`src/rtl/seq_divider_pkg.sv`:
```
// Shared widths and FSM state encodings for the sequential divider.
package seq_divider_pkg;

  localparam int unsigned DW_DEF = 7;
  localparam int unsigned VW_DEF = 4;

  localparam logic [1:0] IDLE = 2'b00;
  localparam logic [1:0] OP   = 2'b01;
  localparam logic [1:0] DONE = 2'b10;

endpackage

```
`src/rtl/seq_divider_div_step.sv`:
```
// One restoring-division iteration: shift in a dividend bit, conditionally subtract.
module seq_divider_div_step
  import seq_divider_pkg::*;
#(
  parameter int unsigned VW = VW_DEF
) (
  input  logic [VW-1:0] r,
  input  logic          bit_in,
  input  logic [VW-1:0] divisor,
  output logic [VW-1:0] r_next_c,
  output logic          q_bit_c
);

  logic [VW:0]   t;
  logic [VW-1:0] diff;

  // Trial subtraction; the result always fits VW bits when it is kept.
  always_comb begin
    t        = {r, bit_in};
    diff     = VW'(t - {1'b0, divisor});
    q_bit_c  = (t >= {1'b0, divisor});
    r_next_c = q_bit_c ? diff : t[VW-1:0];
  end

endmodule

```
`src/rtl/seq_divider.sv`:
```
// Radix-2 restoring divider, one quotient bit per clock with start/ready/done handshake.
// Optional feature macro: DIVZERO_CHK_EN (early exit and div_by_zero flag on divisor 0).
module seq_divider
  import seq_divider_pkg::*;
#(
  parameter int unsigned DW = DW_DEF,
  parameter int unsigned VW = VW_DEF
) (
  input  logic          clk,
  input  logic          reset,
  input  logic          start,
  input  logic [DW-1:0] dividend,
  input  logic [VW-1:0] divisor,
  output logic          ready,
  output logic          done,
  output logic [DW-1:0] quotient,
  output logic [VW-1:0] remainder,
  output logic          div_by_zero
);

  localparam int unsigned CW = (DW > 1) ? $clog2(DW) : 1;

  logic [1:0]    state;
  logic [1:0]    next_state;
  logic [CW-1:0] cnt;
  logic [DW-1:0] q;
  // The partial remainder's extra top bit never feeds a later step, so only VW bits are kept.
  logic [VW-1:0] r;
  logic [VW-1:0] dsr;
  logic [VW-1:0] r_next_c;
  logic          q_bit_c;
  logic          accept_c;
  logic          zero_c;
  logic          last_c;

  assign accept_c = (state == IDLE) && start;
  assign last_c   = (state == OP) && (cnt == '0);

`ifdef DIVZERO_CHK_EN
  assign zero_c = (divisor == '0);
`else
  assign zero_c = 1'b0;
`endif

  seq_divider_div_step #(.VW(VW)) u_div_step (
    .r        (r),
    .bit_in   (q[DW-1]),
    .divisor  (dsr),
    .r_next_c (r_next_c),
    .q_bit_c  (q_bit_c)
  );

  // Next-state logic.
  always_comb begin
    next_state = state;
    case (state)
      IDLE:    if (start) next_state = zero_c ? DONE : OP;
      OP:      if (cnt == '0) next_state = DONE;
      DONE:    next_state = IDLE;
      default: next_state = IDLE;
    endcase
  end

  // State register.
  always_ff @(posedge clk or negedge reset) begin
    if (!reset) state <= IDLE;
    else        state <= next_state;
  end

  // Iteration datapath: load operands on accept, one shift/subtract per OP cycle.
  always_ff @(posedge clk or negedge reset) begin
    if (!reset) begin
      r   <= '0;
      q   <= '0;
      dsr <= '0;
      cnt <= '0;
    end else if (accept_c) begin
      r   <= '0;
      q   <= dividend;
      dsr <= divisor;
      cnt <= CW'(DW - 1);
    end else if (state == OP) begin
      r   <= r_next_c;
      q   <= {q[DW-2:0], q_bit_c};
      cnt <= cnt - 1'b1;
    end
  end

  // Handshake flags and result capture; results hold until the next completion.
  always_ff @(posedge clk or negedge reset) begin
    if (!reset) begin
      ready     <= 1'b1;
      done      <= 1'b0;
      quotient  <= '0;
      remainder <= '0;
    end else begin
      ready <= (next_state == IDLE);
      done  <= (next_state == DONE);
      if (last_c) begin
        quotient  <= {q[DW-2:0], q_bit_c};
        remainder <= r_next_c;
      end else if (accept_c && zero_c) begin
        quotient  <= '1;
        remainder <= dividend[VW-1:0];
      end
    end
  end

`ifdef DIVZERO_CHK_EN
  // Flag follows the divisor of the most recent completed division.
  always_ff @(posedge clk or negedge reset) begin
    if (!reset)                     div_by_zero <= 1'b0;
    else if (accept_c && zero_c)    div_by_zero <= 1'b1;
    else if (last_c)                div_by_zero <= 1'b0;
  end
`else
  assign div_by_zero = 1'b0;
`endif

endmodule
```
`config.mk`:
```
export PLATFORM = sky130hd
export DESIGN_NAME = seq_divider
export DESIGN_NICKNAME = d
export VERILOG_FILES = /design/src/rtl/seq_divider_pkg.sv /design/src/rtl/seq_divider_div_step.sv /design/src/rtl/seq_divider.sv
export SDC_FILE = /design/constraint.sdc
export NUM_CORES = 1
export LEC_CHECK = 0
export BUFFER_PORTS_ARGS = -buffer_cell sky130_fd_sc_hd__clkbuf_2
export CAP_MARGIN = 30
export CORE_UTILIZATION = 59
export CTS_CLUSTER_SIZE = 28
export DETAILED_ROUTE_END_ITERATION = 16
export PLACE_DENSITY = 0.8
export SLEW_MARGIN = 25
export SYNTH_ARGS = -nofsm -noshare
export SYNTH_HDL_FRONTEND = slang
export SYNTH_SLANG_ARGS = --single-unit
```
`constraint.sdc`:
```
create_clock -name clk -period 2.7 [get_ports clk]
set_input_delay 0.405 -clock clk [delete_from_list [all_inputs] [get_ports clk]]
set_output_delay 0.405 -clock clk [all_outputs]
set_load 0.05 [all_outputs]
```
======== Yosys cells after proc, flatten, opt, wreduce, memory -nomap -nowiden ========
Index checks and enable logic that the tools add are counted.
storage, ports and cells
  flip-flop bits (word level) ............. 33
  bits in latches ......................... 0
  RAM bits ................................ 0
  ROM bits ................................ 0
  input port bits ......................... 14
  output and inout bits ................... 14
  word-level logic and storage cells ...... 30
  memories kept ........................... 0
operators by class
  add/sub/neg operators ................... 2
  multiply operators ...................... 0
  div/mod/pow operators ................... 0
  magnitude comparators ................... 1
  eq/ne operators ......................... 2
  shift operators ......................... 0
  mux-type cells .......................... 10
  bitwise operators ....................... 0
  reductions and logical operators ........ 6
operator list
  cell                 count
  $mux 7               2
  $mux 4               3
  $mux 3               2
  $ge 5x4->1           1
  $logic_not 2->1      2
  $mux 2               2
  $pmux 2 s2           1
  $sub 4x4->4          1
  $logic_not 3->1      1
  $sub 3x1->3 const B  1
  $eq 2x1->1 const B   1
  $eq 2x2->1 const B   1
  $logic_and 1x1->1    2
  $reduce_bool 2->1    1

======== Depth between registers and ports, before layout ========
  word-level depth ........................ 4
  depth in mapped cells ................... 7
  gate-level depth less buffers ........... 6

======== By module ========
Synthesis repeated with hierarchy kept, for this count alone.
unflattened totals
  cells, all modules ...................... 131
  area total of the unflattened synthesis .. 1681.6 µm²
modules (own cells, without submodules)
  module                times used  cells an instance  area an instance (µm²)  sequential area each (µm²)
  seq_divider           1           103                1457.6                  827.0
  seq_divider_div_step  1           28                 224.0                   0.0

======== Worst setup path after synthesis ========
OpenSTA, ideal clock, no wires.
  path kind ............................... register -> register
  start point ............................. reg r[0]
  end point ............................... reg remainder[0]
  library setup time ...................... 0.126 ns
  arrival ................................. 1.511 ns
  data required time ...................... 2.574 ns
  setup slack ............................. 1.063 ns
  stages on the path, launching flop included .. 6
  buffers on the path ..................... 0
  clock period less this slack ............ 1.637 ns
  path through ............................ dfrtp_1 -> ha_1 -> nor2b_1 -> o311a_1 -> nor2_2 -> a221o_1
between the ends
  cells in the longest elaborated chain, start to end .. 2
ends and longest elaborated chain
  what                    line                        RTL
  from (decl)             seq_divider.sv:28           logic [VW-1:0] r;
  from (signal assigned)  seq_divider.sv:83           r <= r_next_c;
  $ge 5x4->1              seq_divider_div_step.sv:21  q_bit_c = (t >= {1'b0, divisor});
  $mux 4                  seq_divider_div_step.sv:22  r_next_c = q_bit_c ? diff : t[VW-1:0];
  to (signal assigned)    seq_divider.sv:101          remainder <= r_next_c;
  to (signal assigned)    seq_divider.sv:104          remainder <= dividend[VW-1:0];
  to (decl)               seq_divider.sv:17           output logic [VW-1:0] remainder,
No other way between the ends.
A chain may end at the register's enable or synchronous reset.

======== Worst setup path after layout ========
  start point ............................. reg dsr[1]
  end point ............................... reg remainder[0]
between the ends
  cells in the longest elaborated chain, start to end .. 2
ends and longest elaborated chain
  what                    line                        RTL
  from (decl)             seq_divider.sv:29           logic [VW-1:0] dsr;
  from (signal assigned)  seq_divider.sv:80           dsr <= divisor;
  $ge 5x4->1              seq_divider_div_step.sv:21
  $mux 4                  seq_divider_div_step.sv:22
No other way between the ends.

==> results_tabular.tex <==
\begin{tabular}{lr}
\hline
Metric & Value \\
\hline
\multicolumn{2}{l}{\textbf{Floorplanning}} \\
Horizontal die dimension & approximately 54 um \\
Core outline area & 2540 um2 \\
Placement row count & 18 \\
Initial core utilization & between 60\% and 70\% \\
Area of the die & approximately 3000 um2 \\
I/O pins & 28 \\
Die Y & between 50 and 60 um \\
\multicolumn{2}{l}{\textbf{Critical path}} \\
Crit path max-delay cell type & dfrtp\_1 \\
Longest individual stage delay on the worst path & approximately 0.38 ns \\
Start-to-end type of the worst setup path & reg2reg \\
Worst-case reg-to-reg path depth & 6 \\
Startpoint type of the worst setup path & flop \\
CP Capture Type & flop \\
WP data arrival & approximately 2.1 ns \\
Maximum net fanout on the critical path & 5 \\
Beginning of the worst register-to-register path & dsr[1]\$\_DFFE\_PN0P\_ \\
Ordered list of cells on the worst path & inv\_1, ha\_1, nor2b\_1, o311a\_1, nor2\_2, a221o\_1 \\
Endpoint required time on the critical path & around 2.9 ns \\
Worst setup path startpoint & dsr[1]\$\_DFFE\_PN0P\_ \\
\multicolumn{2}{l}{\textbf{Layout}} \\
Share of post-route cells with drive strength above 1 & 29.0\% \\
Area growth from synthesis to layout & 10.7\% \\
Total area of sequential cells & roughly 830 um2 \\
Area of the multi-input gates & approximately 700 um2 \\
Filler cell count in the final layout & 204 \\
Nets & around 200 \\
Antenna diode count & 0 \\
\multicolumn{2}{l}{\textbf{Placement}} \\
Port Buffers & 26 \\
Estimated wirelength of the detail-placed design & between 2000 and 2500 um \\
Gpl congestion & 1.00 \\
\multicolumn{2}{l}{\textbf{Yosys}} \\
Area share of the largest cell type after synthesis & about half \\
Most numerous cell types in the synthesized netlist & dfrtp\_1 (32), nand2\_1 (13), o21ai\_0 (11) \\
Ys flop type & dfrtp\_1 \\
Number of flops mapped to enable cells by yosys & 0 \\
Synth Area per Inst & 11.0 um2 \\
Number of different library cells in the post-synthesis netlist & 42 \\
Asr flop ratio synth & 100\% \\
Cell types occupying the most area after synthesis & dfrtp\_1 (49\%), mux2\_2 (4.9\%), ha\_1 (4.6\%), o21ai\_0 (3.4\%), nand2\_1 (3.0\%) \\
Number of cells produced by synthesis & 147 \\
Fraction of the yosys area taken by sequential cells & 51.1\% \\
Synth warnings & 0 \\
Flip-flop and latch count after synthesis & 33 \\
Most frequent cell after synthesis & dfrtp\_1 \\
Post-Syn Nets & 168 \\
Cell area after synthesis & between 1500 and 2000 um2 \\
Top cell type by total area after synthesis & dfrtp\_1 \\
\multicolumn{2}{l}{\textbf{Drt}} \\
First-iteration detailed-routing DRC count & 29 \\
Post-route DRC & 0 \\
Post-DR wirelength/cell & approximately 16 um \\
Total wire length after detailed routing & 3260 um \\
Pre-antenna DRT Iters & 5 \\
Via total after detailed routing & 1231 \\
Antenna viol nets, final & 0 \\
Ratio of routed vias to standard cells & 5.98 \\
\multicolumn{2}{l}{\textbf{CTS}} \\
Insertion delay to the later sink of the worst-skew pair & 0.34 ns \\
CTS H-tree lvls & 2 \\
Post-cts resize count & 0 \\
TritonCTS Buffers & 5 \\
Max Buffers Root-to-Sink & 2 \\
Clk root buf & clkbuf\_4 \\
Hold buffers post-CTS & 0 \\
Clk sinks & 33 \\
Clock Pin Slew Worst Setup and Hold Paths & about 0.10 ns \\
TritonCTS clock tree & done \\
Post-CTS Setup Repair Bufs & 0 \\
\multicolumn{2}{l}{\textbf{Worst hold path}} \\
Type of the most critical hold path & in2async \\
\multicolumn{2}{l}{\textbf{Global route}} \\
First-pass GRT wire length & approximately 5500 um \\
Largest net degree at the start of global routing & 34 \\
Antenna violations before repair & 0 \\
Vias in the first global route & 1197 \\
Grt ovf & 0 \\
GRT Util Overall & 27.2\% \\
\multicolumn{2}{l}{\textbf{Flow run}} \\
Count of max-cap constraint violations & 0 \\
\multicolumn{2}{l}{\textbf{STA}} \\
Setup violators final & 0 \\
Clock Skew & between 0.008 and 0.009 ns \\
Max Fclk & 545 MHz \\
Final number of max-transition violations & 0 \\
Slew at the pin with the worst max-slew slack & between 0.8 and 0.9 ns \\
Setup TNS & 0 ns \\
Final Hold Violating Endpoints & 0 \\
Clock period minus worst slack & between 1.5 and 2 ns \\
Final cycle utilization of the critical path & between 60\% and 70\% \\
Setup repair after global routing missed its margin & no \\
Worst slew margin relative to its limit & a little under half \\
\multicolumn{2}{l}{\textbf{Run status}} \\
Result of the run & finished clean \\
\hline
\end{tabular}
[layer usage]
metal,vias up,track usage [%],wire (um),part of all wire [%]
met4,0,10.3,76,2.3
met3,10,9.44,196,6.0
met5,-,0,0,0
met1,595,32.6,1370,42
met2,49,44.5,1610,50
li1,577,-,-,-
[stage by stage]
step / setup slack [ns] / util, % / std cells / instance area, um2 / hold WS (ns)
2_1_floorplan: 1.06 / - / 147 / 1620 / 0.109
3_3_place_gp: 0.973 / 68.3 / 198 / 1740 / 0.469
3_5_place_dp: 0.890 / 68.3 / 198 / 1740 / 0.472
4_1_cts: 0.884 / 70.4 / 206 / 1790 / 0.163
5_1_grt: 0.737 / 70.4 / 206 / 1790 / 0.191
6_report: 0.866 / 70.4 / 206 / 1790 / 0.134
[state kept, by name, summed over array words and instances, names as in the netlist]
| register | cells |
|---|---|
| dsr | 4 |
| cnt | 3 |
| done | 1 |
| q | 7 |
| state | 2 |
| quotient | 7 |
| remainder | 4 |
| r | 4 |
| ready | 1 |
[critical path, delay by kind of cell, from the launching register on]
family / cells / cell delay (ns)
and+or+nand+nor: 2 / 0.34
AOI/OAI and AO/OA: 2 / 0.64
buffers and inverters: 1 / 0.07
DFF: 1 / 0.38
adders and majority gates: 1 / 0.29
[cell usage in the layout (no fill, tap or decap), types with 2 or more instances in the layout]
cell type / count
nor2_1: 6
dfrtp_1: 32
nor2b_1: 6
clkinv_2: 2
o31ai_1: 4
clkbuf_2: 26
a22oi_1: 5
nor3_1: 3
ha_1: 6
mux2_2: 7
a31oi_1: 2
nand2_1: 13
clkbuf_4: 5
nand4_1: 2
o21ai_0: 11
a21oi_1: 9
o41ai_2: 2
inv_1: 10
[worst paths after layout]
kind,to,slack [ns]
max in group asynchronous,q[2]$_DFFE_PN0P_,2.06
min in group clk,dsr[2]$_DFFE_PN0P_,0.26
setup reg to reg,remainder[0]$_DFFE_PN0P_,0.87
hold / removal,remainder[1]$_DFFE_PN0P_,0.13
hold reg to reg,quotient[0]$_DFFE_PN0P_,0.50
setup / recovery,remainder[0]$_DFFE_PN0P_,0.87
[area by class of cell]
class                           instances  area share, %
Clock buffer                            6           2.31
Clock inverter                          2          0.559
Inverter                               11           2.31
Multi-Input combinational cell         98           39.3
Sequential cell                        33           46.2
Tap cell                               30           2.10
Timing Repair Buffer                   26           7.27
[cell families after synthesis]
| kind of cell | after synthesis | share of synthesized area [%] |
|---|---|---|
| AO/OA/AOI/OAI | 41 | 17.8 |
| XOR/XNOR | 1 | 0.541 |
| adder cells (fa/ha/maj) | 7 | 5.88 |
| buffers and inverters | 16 | 5.41 |
| flip-flops | 33 | 51.1 |
| multiplexers | 7 | 4.87 |
| other | 1 | 0.232 |
| AND/OR/NAND/NOR | 41 | 14.2 |
Power is left out: the tool's default activity adds up to more than one toggle a clock period on the data nets, which glitch-free logic cannot reach.
